==> src/rtl/rv_mem_pkg.sv <==
// Shared definitions for the data-memory path: funct3 codes, access-size helpers
// and the load/store unit state encoding.
package rv_mem_pkg;

  localparam logic [2:0] F3_B  = 3'b000;
  localparam logic [2:0] F3_H  = 3'b001;
  localparam logic [2:0] F3_W  = 3'b010;
  localparam logic [2:0] F3_BU = 3'b100;
  localparam logic [2:0] F3_HU = 3'b101;

  typedef enum logic [2:0] {
    ST_IDLE   = 3'd0,
    ST_ISSUE0 = 3'd1,
    ST_WAIT0  = 3'd2,
    ST_ISSUE1 = 3'd3,
    ST_WAIT1  = 3'd4,
    ST_RESP   = 3'd5
  } lsu_state_e;

  function automatic logic [3:0] size_mask(input logic [1:0] sz);
    case (sz)
      2'b00:   size_mask = 4'b0001;
      2'b01:   size_mask = 4'b0011;
      default: size_mask = 4'b1111;
    endcase
  endfunction

  function automatic logic [2:0] size_bytes(input logic [1:0] sz);
    case (sz)
      2'b00:   size_bytes = 3'd1;
      2'b01:   size_bytes = 3'd2;
      default: size_bytes = 3'd4;
    endcase
  endfunction

  // True when the access crosses into the next memory word.
  function automatic logic spans_words(input logic [1:0] sz, input logic [1:0] off);
    spans_words = ({1'b0, off} + size_bytes(sz)) > 3'd4;
  endfunction

  function automatic logic f3_legal(input logic [2:0] f3, input logic wr);
    if (wr) f3_legal = (f3 == F3_B) || (f3 == F3_H) || (f3 == F3_W);
    else    f3_legal = (f3 == F3_B) || (f3 == F3_H) || (f3 == F3_W) ||
                       (f3 == F3_BU) || (f3 == F3_HU);
  endfunction

endpackage

==> src/rtl/lsu_align.sv <==
// Combinational lane logic: store data/byte-enable placement over two words,
// and load merge of two returned words followed by sign/zero extension.
module lsu_align
  import rv_mem_pkg::*;
(
  input  logic [2:0]  funct3_i,
  input  logic [1:0]  off_i,
  input  logic [31:0] wdata_i,
  input  logic [31:0] lo_i,
  input  logic [31:0] hi_i,
  output logic        spans_o,
  output logic [3:0]  be0_o,
  output logic [3:0]  be1_o,
  output logic [31:0] wdata0_o,
  output logic [31:0] wdata1_o,
  output logic [31:0] ldata_o
);

  logic [3:0]  mask;
  logic [7:0]  be8;
  logic [31:0] lane_mask;
  logic [63:0] wwide;
  logic [63:0] merged;
  logic [4:0]  shamt;

  always_comb begin
    mask      = size_mask(funct3_i[1:0]);
    spans_o   = spans_words(funct3_i[1:0], off_i);
    be8       = {4'b0000, mask} << off_i;
    be0_o     = be8[3:0];
    be1_o     = be8[7:4];
    shamt     = {off_i, 3'b000};
    // Bytes beyond the access size are zeroed so disabled lanes carry 0.
    lane_mask = {{8{mask[3]}}, {8{mask[2]}}, {8{mask[1]}}, {8{mask[0]}}};
    wwide     = {32'h0, wdata_i & lane_mask} << shamt;
    wdata0_o  = wwide[31:0];
    wdata1_o  = wwide[63:32];
    merged    = {hi_i, lo_i} >> shamt;
    case (funct3_i)
      F3_B:    ldata_o = {{24{merged[7]}}, merged[7:0]};
      F3_H:    ldata_o = {{16{merged[15]}}, merged[15:0]};
      F3_W:    ldata_o = merged[31:0];
      F3_BU:   ldata_o = {24'h0, merged[7:0]};
      F3_HU:   ldata_o = {16'h0, merged[15:0]};
      default: ldata_o = 32'h0;
    endcase
  end

endmodule

==> src/rtl/load_store_unit.sv <==
// MEM-stage load/store initiator: one outstanding access, word-granular memory
// requests, misaligned accesses split into two word transactions.
module load_store_unit
  import rv_mem_pkg::*;
#(
  parameter int ADDR_W           = 32,
  parameter bit ALLOW_MISALIGNED = 1'b1
) (
  input  logic              clk,
  input  logic              rst,
  input  logic              req_valid_I,
  output logic              req_ready_O,
  input  logic              req_write_I,
  input  logic [2:0]        funct3_I,
  input  logic [ADDR_W-1:0] addr_I,
  input  logic [31:0]       wdata_I,
  output logic              resp_valid_O,
  output logic [31:0]       resp_rdata_O,
  output logic              resp_err_O,
  output logic              mem_req_O,
  output logic              mem_we_O,
  output logic [ADDR_W-3:0] mem_addr_O,
  output logic [3:0]        mem_be_O,
  output logic [31:0]       mem_wdata_O,
  input  logic              mem_gnt_I,
  input  logic              mem_rvalid_I,
  input  logic [31:0]       mem_rdata_I
);

  localparam logic [ADDR_W-3:0] WORD_ONE = {{(ADDR_W-3){1'b0}}, 1'b1};

  lsu_state_e        state_q, state_d;
  logic [ADDR_W-1:0] addr_q;
  logic [2:0]        f3_q;
  logic [31:0]       wdata_q;
  logic              we_q;
  logic              err_q;
  logic [31:0]       lo_q, hi_q;

  logic              accept;
  logic              req_bad;
  logic              spans;
  logic [3:0]        be0, be1;
  logic [31:0]       wdata0, wdata1, ldata;

  // With splitting disabled, any access that would need two words is refused.
  assign req_bad = !f3_legal(funct3_I, req_write_I) ||
                   (!ALLOW_MISALIGNED && spans_words(funct3_I[1:0], addr_I[1:0]));
  assign accept  = (state_q == ST_IDLE) && req_valid_I;

  lsu_align u_align (
    .funct3_i (f3_q),
    .off_i    (addr_q[1:0]),
    .wdata_i  (wdata_q),
    .lo_i     (lo_q),
    .hi_i     (hi_q),
    .spans_o  (spans),
    .be0_o    (be0),
    .be1_o    (be1),
    .wdata0_o (wdata0),
    .wdata1_o (wdata1),
    .ldata_o  (ldata)
  );

  always_ff @(posedge clk) begin
    if (rst) state_q <= ST_IDLE;
    else     state_q <= state_d;
  end

  always_comb begin
    state_d = state_q;
    case (state_q)
      ST_IDLE:   if (req_valid_I) state_d = req_bad ? ST_RESP : ST_ISSUE0;
      ST_ISSUE0: if (mem_gnt_I) state_d = ST_WAIT0;
      ST_WAIT0:  if (mem_rvalid_I) state_d = spans ? ST_ISSUE1 : ST_RESP;
      ST_ISSUE1: if (mem_gnt_I) state_d = ST_WAIT1;
      ST_WAIT1:  if (mem_rvalid_I) state_d = ST_RESP;
      ST_RESP:   state_d = ST_IDLE;
      default:   state_d = ST_IDLE;
    endcase
  end

  // Request capture and returned-word staging; hi_q stays 0 for single-word loads.
  always_ff @(posedge clk) begin
    if (rst) begin
      addr_q  <= '0;
      f3_q    <= 3'b000;
      wdata_q <= 32'h0;
      we_q    <= 1'b0;
      err_q   <= 1'b0;
      lo_q    <= 32'h0;
      hi_q    <= 32'h0;
    end else begin
      if (accept) begin
        addr_q  <= addr_I;
        f3_q    <= funct3_I;
        wdata_q <= wdata_I;
        we_q    <= req_write_I;
        err_q   <= req_bad;
        lo_q    <= 32'h0;
        hi_q    <= 32'h0;
      end
      if ((state_q == ST_WAIT0) && mem_rvalid_I) lo_q <= mem_rdata_I;
      if ((state_q == ST_WAIT1) && mem_rvalid_I) hi_q <= mem_rdata_I;
    end
  end

  always_comb begin
    req_ready_O  = 1'b0;
    resp_valid_O = 1'b0;
    resp_rdata_O = 32'h0;
    resp_err_O   = 1'b0;
    mem_req_O    = 1'b0;
    mem_we_O     = 1'b0;
    mem_addr_O   = '0;
    mem_be_O     = 4'b0000;
    mem_wdata_O  = 32'h0;
    case (state_q)
      ST_IDLE: req_ready_O = 1'b1;
      ST_ISSUE0: begin
        mem_req_O   = 1'b1;
        mem_we_O    = we_q;
        mem_addr_O  = addr_q[ADDR_W-1:2];
        mem_be_O    = be0;
        mem_wdata_O = we_q ? wdata0 : 32'h0;
      end
      ST_ISSUE1: begin
        mem_req_O   = 1'b1;
        mem_we_O    = we_q;
        mem_addr_O  = addr_q[ADDR_W-1:2] + WORD_ONE;
        mem_be_O    = be1;
        mem_wdata_O = we_q ? wdata1 : 32'h0;
      end
      ST_RESP: begin
        resp_valid_O = 1'b1;
        resp_err_O   = err_q;
        resp_rdata_O = (err_q || we_q) ? 32'h0 : ldata;
      end
      default: ;
    endcase
  end

endmodule

==> config.mk <==
export PLATFORM = sky130hd
export DESIGN_NAME = load_store_unit
export DESIGN_NICKNAME = d
export VERILOG_FILES = /design/src/rtl/rv_mem_pkg.sv /design/src/rtl/lsu_align.sv /design/src/rtl/load_store_unit.sv
export SDC_FILE = /design/constraint.sdc
export NUM_CORES = 1
export LEC_CHECK = 0
export ABC_AREA = 1
export CAP_MARGIN = 10
export CORE_ASPECT_RATIO = 1.2
export CORE_MARGIN = 2
export CORE_UTILIZATION = 51
export CTS_CLUSTER_DIAMETER = 120
export DETAILED_ROUTE_END_ITERATION = 12
export GPL_ROUTABILITY_DRIVEN = 0
export HOLD_SLACK_MARGIN = 0.03
export PLACE_DENSITY = 0.8
export SETUP_SLACK_MARGIN = 0.3
export SYNTH_ARGS = -nofsm -noshare
export SYNTH_HDL_FRONTEND = slang
export SYNTH_SLANG_ARGS = --single-unit
==> constraint.sdc <==
create_clock -name clk -period 2.2 [get_ports clk]
set_clock_uncertainty 0.1 [all_clocks]
set_input_delay 0.66 -clock clk [delete_from_list [all_inputs] [get_ports clk]]
set_output_delay 0.66 -clock clk [all_outputs]
set_load 0.02 [all_outputs]
==> qor.yml, run 1 <==
synthesis.area_per_instance_um2: 6.24
error: "[ERROR DPL-0038] Utilization greater than 100%, impossible to legalize"
num_rows: 52
status: "stopped before the end"
grt_max_degree: 43
post-place-cells: 1921
yosys_most_used_dff: "dfxtp_1"
die_h_um: 147
holdBufCountCts: 0
port_buffers: 207
async_reset_ff_frac: 0
synth_top_area_frac: 0.297
synth_edf_count: 0
cts_sinks: 128
lastStage: "global routing"
synthCells: 1385
cts_buffer_depth: 2
ctsHtreeMaxLevel: 4
synth_top_area_cell: "dfxtp_1"
ios: 208
yosysWarnings: 0
synth-seq-cells: 128
synth_cell_types: 34
placed_cell_area_um2: 13100
yosysSeqAreaShare: 0.297
synth_nets: 1493
die_w_um: 123
syn_area_um2: 8640
hpwl_um: 24700
worstEndpointGrtRepair: "resp_rdata_O[1]"
numCtsBuffers: 17
worst-ep-kind: "output port"
synth_area_leaders: "dfxtp_1 (30%), nand2_1 (13%), nor2_1 (8.4%), nand3_1 (7.9%), a211oi_2 (6.8%)"
initial_utilization: 0.517
cts_root_buffer: "clkbuf_16"
## per-stage QoR
stage                     utilization  setup TNS, ns  worst slack, ns
after global placement          0.786         -42.15           -0.548
after CTS                       0.905         -37.16           -0.486
after detailed placement        0.786         -46.74           -0.574
after floorplan                     -              0          0.00835
## timing repair
item	4_1_cts
cloned	8
pin swaps	70
buffers inserted	31
hold endpoints to repair	0
setup endpoints to repair	223
resized for setup	907
## cell usage after synthesis (8+ instances only)
library cell and count:
nand2_1 291, dfxtp_1 128, nor2_1 193, o211ai_1 8, inv_2 16, a21oi_1 106
clkbuf_1 50, nand3_1 136, buf_6 8, nor3_1 18, a211oi_2 47, inv_1 148
a211oi_1 14, o31ai_1 9, nand4_1 13, o22ai_1 29, o21ai_0 99, buf_2 26
## logic make-up after synthesis
group,share of synthesized area
compound gates,0.239
fa+ha+maj,0.00521
buf+inv,0.126
flops,0.297
simple gates,0.334
==> run 2, diff against run 1 <==
Settings changed: CORE_ASPECT_RATIO 1.2 to default, CORE_UTILIZATION 51 to 38, CTS_CLUSTER_DIAMETER 120 to default, HOLD_SLACK_MARGIN 0.03 to default, PLACE_DENSITY 0.8 to default, PLACE_DENSITY_LB_ADDON from default to 0.15, SETUP_SLACK_MARGIN 0.3 to default.
==> qor.yml, run 2 <==
start_kind: "flop"
die_h_um: 155  # +5.6%
final_util: 0.736
relSlewSlack: 0.746
ios: 208  # unchanged
intPower_uw: 9570
route.detailed.drc: 0
dieArea_um2: 24000
placed_cell_area_um2: 13000  # -0.75%
setup_tns_ns: -46.94
synth-seq-cells: 128  # unchanged
num_rows: 55  # +5.8%
status: "finished with violations"
layout-drive-gt1-share: 0.477
cp_max_fo: 7
async_reset_ff_frac: 0  # unchanged
min_period_ns: 2.83
port_buffers: 207  # unchanged
whs_endpoint: "wdata_q[12]"
hpwl_um: 24900  # +0.68%
reg2reg_depth: 12
yosysSeqAreaShare: 0.297  # unchanged
synth_area_leaders: "dfxtp_1 (30%), nand2_1 (13%), nor2_1 (8.4%), nand3_1 (7.9%), a211oi_2 (6.8%)"
grt_overflow: 0
tritoncts: "yes"
synth_edf_count: 0  # unchanged
yosysWarnings: 0  # unchanged
drt_iter0_drc: 1178
yosys_most_used_dff: "dfxtp_1"
initial_utilization: 0.384  # -0.133
synthTopCellsByCount: "nand2_1 (291), nor2_1 (193), inv_1 (148)"
seq_power_share: 0.195
grt_pass1_wl_um: 57500
antenna_found_initial: 1
synth_nets: 1493  # unchanged
syn_area_um2: 8640  # unchanged
numCtsBuffers: 17  # unchanged
clk_latency_ns: 0.44
synthCells: 1385  # unchanged
r2r_start: "addr_q[0]"
finalInstanceArea_um2: 16600
finalHoldViolCount: 0
grt_max_degree: 76
setup_viol: 101
hold_start: "wdata_q[12]"
synth_cell_types: 34  # unchanged
hold_class: "reg -> reg"
whs_path_depth: 2
die_w_um: 155  # +26%
vias: 12100
post_drt_wl_per_cell_um: 20.1
viasPerCell: 5.71
track_usage: 0.302
p_total_uw: 17500
worstMarginPinSlew_ns: 0.381
grt_pass1_vias: 10900
drt-total-wl_um: 42800
power_density_nw_per_um2: 1060
clk_pin_slew_ns: 0.06
crit_type: "reg -> out"
cts_sinks: 128  # unchanged
p_clk_frac: 0.178
final_antenna_net_count: 0
r2r_slack_ns: 0.05
layout.cells.most_common: "buf_4"
arrival_ns: 2.07
max_freq_mhz: 353
cap_violations: 0
required_ns: 1.44
syn_to_final_growth_pct: 91.7
dr.pass1.iters: 6
p_switching_uw: 7950
synthesis.area_per_instance_um2: 6.24  # unchanged
worst_slack_ns: -0.633
r2r-end: "state_q[2]"
crit_path_end_kind: "output pin"
ctsHtreeMaxLevel: 4  # unchanged
failed_checks: "negative setup slack"
cts_buffer_depth: 2  # unchanged
power.share.combinational: 0.626
p_leak_uw: 0.00659
mostFrequentLayoutCells: "buf_4 (215), nand2_1 (192), buf_6 (145)"
rsz0062_at_grt: "true"
vdd_ir_drop_max_uv: 608
top_regs: "addr_q: 32 flops, lo_q: 32 flops, wdata_q: 32 flops"
synth_top_area_frac: 0.297  # unchanged
synth.most_common_cell: "nand2_1"
p_sw_frac: 0.454
drv_slew: 0
cts_root_buffer: "clkbuf_16"
finalNetCount: 1936
core_area_um2: 22500
synth_top_area_cell: "dfxtp_1"
fin_crit_sh: 1.29
-- run 2: cell counts after synthesis --
Identical to the previous run, type by type.
-- run 2: worst max-delay path: stages, from the launching register on --
cell,delay (ns)
dfxtp_2,0.35
inv_2,0.06
nor2_4,0.17
buf_6,0.14
nand2_8,0.07
nor2_4,0.13
buf_12,0.17
nand2_4,0.07
o211ai_1,0.10
nand2_1,0.11
nor2_2,0.13
buf_6,0.13
-- run 2: power groups by stage --
stage                     Sequential, µW  Combinational, µW  Clock [µW]
after floorplan                     3160               4230           0
after global placement              3230               7610           0
after detailed placement            3240               7690           0
after CTS                           3330               8810        3100
after global routing                3450              11500        3260
final                               3420              11000        3120
-- run 2: per-layer routing --
metal | up-vias | GRT usage | wire (µm)
li1 | 5465 | - | -
met1 | 5660 | 0.405 | 16500
met2 | 796 | 0.484 | 20000
met3 | 226 | 0.0465 | 3910
met4 | 2 | 0.130 | 2370
met5 | - | 0 | 11
-- run 2: how the worst max path moves through the flow --
stage | startpoint | end | slack, ns
5_1_grt | state_q[0] | mem_wdata_O[16] | -0.69
2_1_floorplan | state_q[1] | resp_rdata_O[23] | -0.08
4_1_cts | addr_q[0] | resp_rdata_O[30] | -0.57
3_3_place_gp | addr_q[0] | resp_rdata_O[30] | -0.55
6_report | state_q[0] | mem_wdata_O[16] | -0.63
3_5_place_dp | addr_q[0] | resp_rdata_O[30] | -0.60
-- run 2: what timing repair did --
action	in CTS	in global routing
hold buffers	0	0
pin swaps	71	127
cloned	6	7
resized for setup	872	367
buffers inserted	41	32
endpoints found under the hold margin	0	0
endpoints found under the setup margin	103	104
-- run 2: cells by family after synthesis --
| logic type | after synthesis | share of synthesized area |
|---|---|---|
| simple gates | 676 | 0.334 |
| compound gates | 318 | 0.239 |
| buf+inv | 260 | 0.126 |
| flops | 128 | 0.297 |
| fa+ha+maj | 3 | 0.00521 |
-- run 2: final cells by class --
| cell class | instances | area, µm² |
|---|---|---|
| clock inverter | 14 | 194 |
| inverter | 165 | 667 |
| clock buffer | 18 | 429 |
| fill | 1568 | 5950 |
| antenna | 1 | 2.50 |
| timing repair inverter | 1 | 7.51 |
| sequential | 128 | 2630 |
| tap | 285 | 357 |
| multi-input combinational | 997 | 6910 |
| timing repair buffer | 518 | 5360 |
-- run 2: stage by stage --
stage / std cells / hold WS [ns] / worst slack [ns]
final: 2127 / 0.371 / -0.633
after global routing: 2126 / 0.400 / -0.687
after CTS: 2100 / 0.365 / -0.568
after detailed placement: 2023 / 0.354 / -0.603
after global placement: 2023 / 0.352 / -0.546
after floorplan: 1385 / 0.340 / -0.0797
Note: power is estimated with default switching activity, not from simulation.
==> run 3, diff against run 2 <==
Settings changed: CELL_PAD_IN_SITES_DETAIL_PLACEMENT from default to 0, CELL_PAD_IN_SITES_GLOBAL_PLACEMENT from default to 2, CORE_UTILIZATION 38 to 26, HOLD_SLACK_MARGIN from default to 0.03.
==> qor.yml, run 3 (synthesis gave the netlist of run 2 again) <==
rsz0062_at_grt: "true"
slowest_stage: "dfxtp_4"
required_ns: 1.44  # about the same
vdd_ir_drop_max_uv: 740  # +22%
numCtsBuffers: 17  # unchanged
drt_iter0_drc: 744  # -37%
grt_max_degree: 70  # -7.9%
cts_root_buffer: "clkbuf_16"
track_usage: 0.235  # -0.0671
worst_slack_ns: -0.514  # +0.119 ns
layout.cells.most_common: "buf_4"
drt-total-wl_um: 41100  # -3.9%
worstMarginPinSlew_ns: 0.388  # +0.00697 ns
finalNetCount: 1963  # +1.4%
core_area_um2: 32600  # +45%
ios: 208  # unchanged
mostFrequentLayoutCells: "buf_4 (250), nand2_1 (184), buf_6 (139)"
final_antenna_net_count: 0  # unchanged
path_delay_family: "buffers and inverters"
finalHoldViolCount: 0  # unchanged
final_util: 0.516  # -0.219
cap_violations: 0  # unchanged
cp_max_fo: 7  # unchanged
die_w_um: 186  # +20%
relSlewSlack: 0.740  # -0.00621
min_period_ns: 2.71  # -0.119 ns
die_h_um: 186  # +20%
dr.pass1.iters: 5  # -1
crit_type: "reg -> out"
path_cells: "inv_6 > buf_12 > nand2_4 > nand3_4 > nand3_2 > nand2_4 > inv_6 > buf_8 > nand2_1 > nand2_1 > inv_1 > buf_6"
n_fill_cell: 3222  # +110%
dieArea_um2: 34700  # +45%
clk_latency_ns: 0.43  # about the same
max_freq_mhz: 368  # +4.4%
grt_overflow: 0  # unchanged
viasPerCell: 4.87  # -15%
holdBufCountCts: 0  # unchanged
fin_hold_ws_ns: 0.365  # -0.00685 ns
drv_slew: 0  # unchanged
port_buffers: 207  # unchanged
arrival_ns: 1.95  # -0.12 ns
critPathBufInv: 6  # +2
tritoncts: "yes"
syn_to_final_growth_pct: 94.9
status: "finished with violations"
route.detailed.drc: 0  # unchanged
clk_pin_slew_ns: 0.06  # about the same
hold_class: "reg -> reg"
antenna_found_initial: 0  # -1
setup_viol: 99  # -2.0%
cts_sinks: 128  # unchanged
layout-drive-gt1-share: 0.489  # +0.0118
ctsHtreeMaxLevel: 4  # unchanged
initial_utilization: 0.265  # -0.119
failed_checks: "negative setup slack"
grt_pass1_wl_um: 61900  # +7.7%
n_antenna_cell: 0  # -1
power_density_nw_per_um2: 1020  # -3.9%
max_stage_delay_ns: 0.46  # +0.11 ns
vias: 11200  # -7.5%
grt_pass1_vias: 10900  # +0.43%
post_drt_wl_per_cell_um: 17.8  # -11%
fin_crit_sh: 1.23  # -0.0541
crit_path_end_kind: "output pin"
top_regs: "addr_q: 32 flops, lo_q: 32 flops, wdata_q: 32 flops"
p_leak_uw: 0.00679  # +3.0%
hpwl_um: 29300  # +18%
cts_buffer_depth: 2  # unchanged
start_kind: "flop"
num_rows: 66  # +20%
run 3: worst paths after layout:
path	to	cells past startpoint	slack, ns	from
worst max-delay path	resp_rdata_O[18]	12	-0.51	addr_q[0]
worst min-delay path	wdata_q[12]	2	0.36	wdata_q[12]
worst max register to register	state_q[2]	12	0.06	addr_q[0]
worst min register to register	wdata_q[12]	2	0.36	wdata_q[12]
run 3: tightest hold or removal path, delay by kind of cell, from the launching register on:
family	cells	cell delay, ns
flip-flops	1	0.31
AND/OR/NAND/NOR	1	0.06
AO/OA/AOI/OAI	1	0.05
run 3: through the flow:
step	std cells	area [µm²]	power (µW)	setup WS (ns)	setup TNS, ns
after detailed placement	2205	13400	11300	-0.600	-47.98
after CTS	2296	16000	16200	-0.539	-40.61
after floorplan	1385	9000	7390	-0.0797	-1.03
final	2310	16800	17100	-0.514	-41.48
after global routing	2310	16800	18000	-0.592	-48.95
after global placement	2205	13400	11300	-0.592	-46.86
run 3: power breakdown:
group          internal (µW)  total (µW)  switching, µW
sequential              2910        3430            516
clock                   1710        2990           1280
combinational           4840       10700           5850
total                   9460       17100           7650
run 3: routing by layer:
layer  global-route usage  share of wire  vias up
met5                    0              0        -
met4               0.0680          0.019        0
met3               0.0296          0.041       41
met2                0.379           0.47      294
met1                0.329           0.47     5381
li1                     -              -     5524
run 3: final cells by class:
cell class | instances | area [µm²] | share of cell area
clock buffer | 17 | 425 | 0.0253
inverter | 165 | 664 | 0.0395
timing repair buffer | 546 | 5530 | 0.328
multi-input combinational | 997 | 6850 | 0.407
tap | 442 | 553 | 0.0328
clock inverter | 15 | 173 | 0.0103
sequential | 128 | 2650 | 0.157
run 3: what timing repair did:
item                                    in CTS  in global routing
gates cloned                                10                  2
pin swaps                                   86                 76
endpoints found under the setup margin     103                104
resized for setup                         1012                220
setup buffers                               52                 20
